**src/rtl/risc16_pkg.sv**
```systemverilog
// RiSC-16 shared definitions: widths, opcodes, next-PC selects, fetch FSM states.
package risc16_pkg;

  localparam int RISC16_WIDTH = 16;

  localparam logic [2:0] OP_ADD  = 3'b000;
  localparam logic [2:0] OP_ADDI = 3'b001;
  localparam logic [2:0] OP_NAND = 3'b010;
  localparam logic [2:0] OP_LUI  = 3'b011;
  localparam logic [2:0] OP_SW   = 3'b100;
  localparam logic [2:0] OP_LW   = 3'b101;
  localparam logic [2:0] OP_BEQ  = 3'b110;
  localparam logic [2:0] OP_JALR = 3'b111;

  // 2'b11 is reserved and behaves like PCSEL_INC
  localparam logic [1:0] PCSEL_INC = 2'b00;
  localparam logic [1:0] PCSEL_BR  = 2'b01;
  localparam logic [1:0] PCSEL_ALU = 2'b10;

  typedef enum logic [1:0] {
    ST_BOOT  = 2'b00,
    ST_FETCH = 2'b01,
    ST_HOLD  = 2'b10,
    ST_ERR   = 2'b11
  } fetch_state_t;

endpackage

```
**src/rtl/pc_next.sv**
```systemverilog
// Next-PC mux/adder: PC+1, PC+1+imm or alu target, all modulo 2^WIDTH.
// Purely combinational, zero latency; no handshake, caller decides when to sample.
module pc_next
  import risc16_pkg::*;
#(
  parameter int WIDTH = RISC16_WIDTH
) (
  input  logic [WIDTH-1:0] pc,
  input  logic [1:0]       pc_sel,
  input  logic [WIDTH-1:0] imm_ext,
  input  logic [WIDTH-1:0] alu_out,
  output logic [WIDTH-1:0] next_pc,
  output logic [WIDTH-1:0] pc_plus1
);

  assign pc_plus1 = pc + WIDTH'(1);

  always_comb begin
    next_pc = pc_plus1;
    case (pc_sel)
      PCSEL_BR:  next_pc = pc_plus1 + imm_ext;
      PCSEL_ALU: next_pc = alu_out;
      default:   next_pc = pc_plus1;
    endcase
  end

endmodule

```
**src/rtl/fetch_unit.sv**
```systemverilog
// RiSC-16 fetch: PC/IR owner, req/ack imem fetch; ack N -> ins_valid N+1, exec_done M -> new req M+1.
// imem_req held (address stable) until ack; FETCH_TIMEOUT_EN adds a sticky fetch_err after TIMEOUT unacked cycles.
module fetch_unit
  import risc16_pkg::*;
#(
  parameter int               WIDTH    = RISC16_WIDTH,
  parameter logic [WIDTH-1:0] RESET_PC = '0,
  parameter int               TIMEOUT  = 15
) (
  input  logic             clk,
  input  logic             rst,
  output logic             imem_req,
  output logic [WIDTH-1:0] imem_addr,
  input  logic             imem_ack,
  input  logic [WIDTH-1:0] imem_rdata,
  output logic             ins_valid,
  output logic [WIDTH-1:0] ins_out,
  output logic [2:0]       op,
  output logic [WIDTH-1:0] pc_plus1,
  input  logic             exec_done,
  input  logic [1:0]       pc_sel,
  input  logic [WIDTH-1:0] imm_ext,
  input  logic [WIDTH-1:0] alu_out,
  output logic             fetch_err
);

  fetch_state_t     state;
  logic [WIDTH-1:0] pc;
  logic [WIDTH-1:0] ir;
  logic [WIDTH-1:0] next_pc;

  pc_next #(.WIDTH(WIDTH)) u_pc_next (
    .pc       (pc),
    .pc_sel   (pc_sel),
    .imm_ext  (imm_ext),
    .alu_out  (alu_out),
    .next_pc  (next_pc),
    .pc_plus1 (pc_plus1)
  );

`ifdef FETCH_TIMEOUT_EN
  localparam int             CNT_W    = $clog2(TIMEOUT + 1);
  localparam logic [CNT_W-1:0] CNT_LAST = CNT_W'(TIMEOUT - 1);
  logic [CNT_W-1:0] wait_cnt;
`endif

  always_ff @(posedge clk or posedge rst) begin
    if (rst) begin
      state <= ST_BOOT;
      pc    <= RESET_PC;
      ir    <= '0;
`ifdef FETCH_TIMEOUT_EN
      wait_cnt <= '0;
`endif
    end else begin
      case (state)
        ST_BOOT: begin
          state <= ST_FETCH;
`ifdef FETCH_TIMEOUT_EN
          wait_cnt <= '0;
`endif
        end
        ST_FETCH: begin
          // An ack arriving on the last allowed cycle still wins over the timeout
          if (imem_ack) begin
            ir    <= imem_rdata;
            state <= ST_HOLD;
          end
`ifdef FETCH_TIMEOUT_EN
          else if (wait_cnt == CNT_LAST) begin
            state <= ST_ERR;
          end else begin
            wait_cnt <= wait_cnt + CNT_W'(1);
          end
`endif
        end
        ST_HOLD: begin
          if (exec_done) begin
            pc    <= next_pc;
            state <= ST_FETCH;
`ifdef FETCH_TIMEOUT_EN
            wait_cnt <= '0;
`endif
          end
        end
`ifdef FETCH_TIMEOUT_EN
        ST_ERR: state <= ST_ERR;
`endif
        default: state <= ST_BOOT;
      endcase
    end
  end

  assign imem_req  = (state == ST_FETCH);
  assign imem_addr = pc;
  assign ins_valid = (state == ST_HOLD);
  assign ins_out   = ir;
  assign op        = ir[WIDTH-1 -: 3];

`ifdef FETCH_TIMEOUT_EN
  assign fetch_err = (state == ST_ERR);
`else
  assign fetch_err = 1'b0;
`endif

endmodule
```
**config.mk**
```make
export PLATFORM = sky130hd
export DESIGN_NAME = fetch_unit
export DESIGN_NICKNAME = d
export VERILOG_FILES = /design/src/rtl/risc16_pkg.sv /design/src/rtl/pc_next.sv /design/src/rtl/fetch_unit.sv
export SDC_FILE = /design/constraint.sdc
export NUM_CORES = 1
export LEC_CHECK = 0
export ABC_AREA = 1
export CORE_UTILIZATION = 44
export CTS_CLUSTER_DIAMETER = 60
export CTS_CLUSTER_SIZE = 30
export DETAILED_ROUTE_END_ITERATION = 12
export GPL_TIMING_DRIVEN = 0
export PLACE_DENSITY_LB_ADDON = 0.25
export SYNTH_ARGS = -nofsm -noshare
export SYNTH_HDL_FRONTEND = slang
export SYNTH_SLANG_ARGS = --single-unit
export TNS_END_PERCENT = 1
```
**constraint.sdc**
```tcl
create_clock -name clk -period 3.05 [get_ports clk]
set_input_delay 0.7625 -clock clk [delete_from_list [all_inputs] [get_ports clk]]
set_output_delay 0.7625 -clock clk [all_outputs]
set_load 0.05 [all_outputs]
```
Yosys cells after proc, flatten, opt, wreduce, memory -nomap -nowiden
Index checks and enable logic that the tools add are counted.
- memories: 0
- logic and storage cells: 19
- bits in writable memories: 0
- memory bits (read-only): 0
- register bits: 34
- bits in latches: 0
- add/subtract/negate cells: 2
- equality and inequality tests: 6
- div/mod/pow operators: 0
- multiply operators: 0
- reduce and logical (&&, ||, !) cells: 4
- bitwise logic cells: 0
- shift operators: 0
- magnitude comparators: 0
- muxes and demuxes: 4
- operator list (cell ; number):
    case mux 16 bit (2 select lines) ; 1
    adder 16 x 1 -> 16 bit (second input constant) ; 1
    adder 16 bit ; 1
    case mux 2 bit (3 select lines) ; 1
    AND reduction 2 bit ; 3
    equality test 2 x 1 -> 1 bit (second input constant) ; 2
    equality test 2 bit (second input constant) ; 2
    two-way mux 2 bit ; 2
    != test 2 x 1 -> 1 bit (second input constant) ; 2
    logical NOT 2 bit ; 1

Logic depth before layout (Yosys ltp)
- depth in word-level cells: 3
- depth in mapped cells: 21
- gate-level depth less buffers: 21

By module
A second synthesis with hierarchy kept.
- cell total of the unflattened synthesis: 462
- area total of the unflattened synthesis: 3206.8 um^2
- modules (own cells, without submodules) (module ; seq. area each (um^2) ; cells each ; area an instance (um^2) ; times used):
    pc_next ; 0.0 ; 301 ; 1677.9 ; 1
    fetch_unit ; 850.8 ; 161 ; 1529.0 ; 1

Least setup slack after synthesis
No wires, ideal clock.
- path type: register -> register
- start point: register pc[1], in the netlist imem_addr[1]
- end point: register pc[13], in the netlist imem_addr[13]
- stages on the path, launching flop included: 17
- arrival: 3.393 ns
- setup slack: -0.461 ns
- buffers on the path: 0
- period minus slack after synthesis: 3.511 ns
- cells stage by stage: dfrtp_1 > ha_1 > nand2_1 > nor2_1 > nand2_1 > xor2_1 > ha_1 > nand2_1 > inv_1 > a21oi_1 > inv_1 > a21oi_1 > nand3_1 > nand3_1 > nand2_1 > nand2_1 > nand2_1
- cells in the longest elaborated chain, start to end: 3
- ends and longest elaborated chain (item ; line ; source):
    start: declaration ; fetch_unit.sv:28 ; logic [WIDTH-1:0] pc;
    start signal: assignment ; fetch_unit.sv:79 ; pc <= next_pc;
    adder 16 x 1 -> 16 bit ; pc_next.sv:16 ; assign pc_plus1 = pc + WIDTH'(1);
    via pc_plus1[8] ; fetch_unit.sv:19 ; output logic [WIDTH-1:0] pc_plus1,
    adder 16 bit ; pc_next.sv:21 ; PCSEL_BR: next_pc = pc_plus1 + imm_ext;
    case mux 16 bit (2 select lines) ; pc_next.sv:20 ; case (pc_sel)
The timed path passes the listed nets, and every way through them passes these cells.
A chain may end at the register's enable or synchronous reset.

Final worst setup path
- start point: register pc[1], in the netlist imem_addr[1]
- end point: output pc_plus1[2]
- cells in the longest elaborated chain, start to end: 1
- ends and longest elaborated chain (item ; line):
    adder 16 x 1 -> 16 bit ; pc_next.sv:16
    end: declaration ; fetch_unit.sv:19
No other way between the ends.

==> flow_summary.toml <==
[status]
outcome = "complete, but fails checks"
violations = "DRC"

[grt]
grt_pass1_vias = 3122
grtUsageTotal_pct = 24.8
overflow = 0
grt_max_degree = 35
grt_pass1_wl_um = 14000
antenna_found_initial = 0

[clock_tree]
post_cts_resized = 9
postCtsSetupRepairBufs = 0
numCtsBuffers = 5
ctsHoldBuffers = 0
clk_path_buf_depth = 2
htree_levels = 2
clkSlewWorstSetupHoldPaths_ns = 0.07
cts_tree = "yes"
cts-root-buf = "clkbuf_8"
clock_latency_ns = 0.28
cts_sinks = 34

[route]
drt_first_pass_iters = 8
drtIter0Drc = 190
routed.top_layer = "met4"
drc = 14
num_vias = 3185
m1WireLength_um = 3710
wire_per_inst_um = 13.9
ant_nets = 0
wl_met3_um = 521
vias_per_cell = 5.18
wirelength_um = 8530
met2WireLength_um = 4060

[yosys]
synth-edff-count = 0
ys_async_sr_fraction_pct = 100
synth_warnings = 0
ys.flop_type = "dfrtp_1"
avgSynthCellArea_um2 = 7.01
yosys.cell_types.count = 40
syn-cell-area_mm2 = 0.00297
yosysSeqAreaShare_pct = 28.6
synthCells = 424
syn-num-nets = 500
yosys_register_bits = 34

[critical_path]
cp-end-kind = "primary output"
required_ns = 2.29
arrival_ns = 2.21
setup.worst_path.class = "reg2out"
start_kind = "flip-flop"
worstPathMaxFanout = 5
r2r_slack_ns = 0.19

[timing]
clock.fmax_mhz = 337
relSlewSlack_pct = 51.5
slew_violations = 0
whs_ns = 0.506
worst_slew_pin_slew_ns = 0.726
setup_slack_ns = 0.0797
min_period_ns = 2.97
rsz0062_at_grt = "yes"
setup_tns_ns = 0
hold_viol_final = 0
fin_crit_sh_pct = 97.4
finalSetupViolCount = 0
final.setup_skew_ns = 0.00125

[die]
core_area_mm2 = 0.00642
rows = 29
start_util_pct = 46.3
die_w_um = 84.2
die_h_um = 84.2
die_area_mm2 = 0.00709
ios = 108

[finish]
fillers = 585
finalInstanceArea_mm2 = 0.00427
drive_gt1_share_pct = 11.5
area_delta_synth_final_pct = 43.6
n_antenna_cell = 0
layout_commonest_cell = "nand2_1"
final_nets = 613
final_cell_mix = "nand2_1 (120), clkdlybuf4s50_1 (94), inv_1 (54)"

[min_path]
worst_hold_path_type = "reg2reg"

[power_and_ir_drop]
pwr-share-comb_pct = 74.5
p_int_mw = 2.11
power_frac_clock_pct = 7.0
p_sw_mw = 2.82
total_power_mw = 4.94
max-vdd-ir-drop_mv = 0.749
power_frac_seq_pct = 18.5
p_per_area_mw_per_mm2 = 1160
power_leakage_nw = 2.15
sw_frac_of_total_pct = 57.2

[placement]
place_congestion = 0.896
numPortBuffers = 106
hpwl_um = 6920
pre_cts_ws_ns = 0.0630
place_area_mm2 = 0.00416

[flow_run]
max-cap-violations = 0
## path summary, 6_finish.rpt
check	start	to	depth (start not counted)
min in group asynchronous	rst	ins_out[11]$_DFFE_PP0P_	2
worst min register to register	ins_out[9]$_DFFE_PP0P_	ins_out[9]$_DFFE_PP0P_	1
worst max-delay path	imem_addr[1]$_DFFE_PP0P_	pc_plus1[2]	5
worst min-delay path	ins_out[9]$_DFFE_PP0P_	ins_out[9]$_DFFE_PP0P_	1
max in group asynchronous	rst	ins_out[8]$_DFFE_PP0P_	2
worst max register to register	imem_addr[1]$_DFFE_PP0P_	imem_addr[13]$_DFFE_PP0P_	16
## registers in the layout, summed over array words and instances, names as in the netlist
name       cells
state          2
ins_out       16
imem_addr     16
## stage by stage
step                      cells  util [%]
after floorplan             424         -
after global placement      607      64.8
after detailed placement    607      64.8
after CTS                   615      66.1
after global routing        615      66.5
final                       615      66.5
## cell usage after synthesis, drive strengths merged (2+ instances only)
library cell  number  area share [%]
nand4              7             1.5
o21ai             24             4.2
a21o               3            0.76
nand2            126              17
buf                7             1.7
clkbuf             6             1.8
nor3               5            0.84
nor2              30             4.5
ha                21             8.8
or2                2            0.42
inv               59             7.4
nand3             23             3.9
a21oi             33             5.6
clkinv             3            0.38
and2               2            0.42
xnor2              2            0.59
o211ai             3            0.76
xor2               8             2.4
dfrtp             34              29
mux2              16             6.1
## final cells by class
cell class	instances	area (µm²)	area share, %
inverter	62	233	5.45
buffer	13	104	2.43
tap	77	96.3	2.26
multi-input combinational	315	1840	43.1
clock inverter	1	5.00	0.117
sequential	34	851	19.9
clock buffer	7	86.3	2.02
timing repair buffer	106	1050	24.7
## cells by family after synthesis
kind of cell	Yosys count	synth area share (%)
AND/OR/NAND/NOR	196	28.4
buffers and inverters	75	11.3
AO/OA/AOI/OAI	70	13.0
flip-flops	34	28.6
adder cells (fa/ha/maj)	22	9.51
multiplexers	16	6.06
XOR/XNOR	10	2.95
other	1	0.126
## per-layer routing
layer	vias to the layer above	track usage (%)
li1	1584	-
met1	1474	32.8
met2	109	41.1
met3	18	4.42
met4	0	8.15
met5	-	0
## worst max-delay path, cell delays in order, from the launching register on
cell and delay, ns:
dfrtp_1 0.45, ha_4 0.21, nand2_1 0.11, inv_2 0.04, nor2_1 0.24, clkdlybuf4s50_1 0.87
## power groups by stage
| stage | Combinational, mW | Clock [mW] | Sequential (mW) |
|---|---|---|---|
| after CTS | 3.67 | 0.357 | 0.905 |
| final | 3.68 | 0.347 | 0.914 |
| after floorplan | 1.88 | 0 | 1.60 |
| after global placement | 3.64 | 0 | 0.897 |
| after detailed placement | 3.70 | 0 | 0.910 |
| after global routing | 3.94 | 0.380 | 0.946 |
Power figures use the tool's default switching activity.
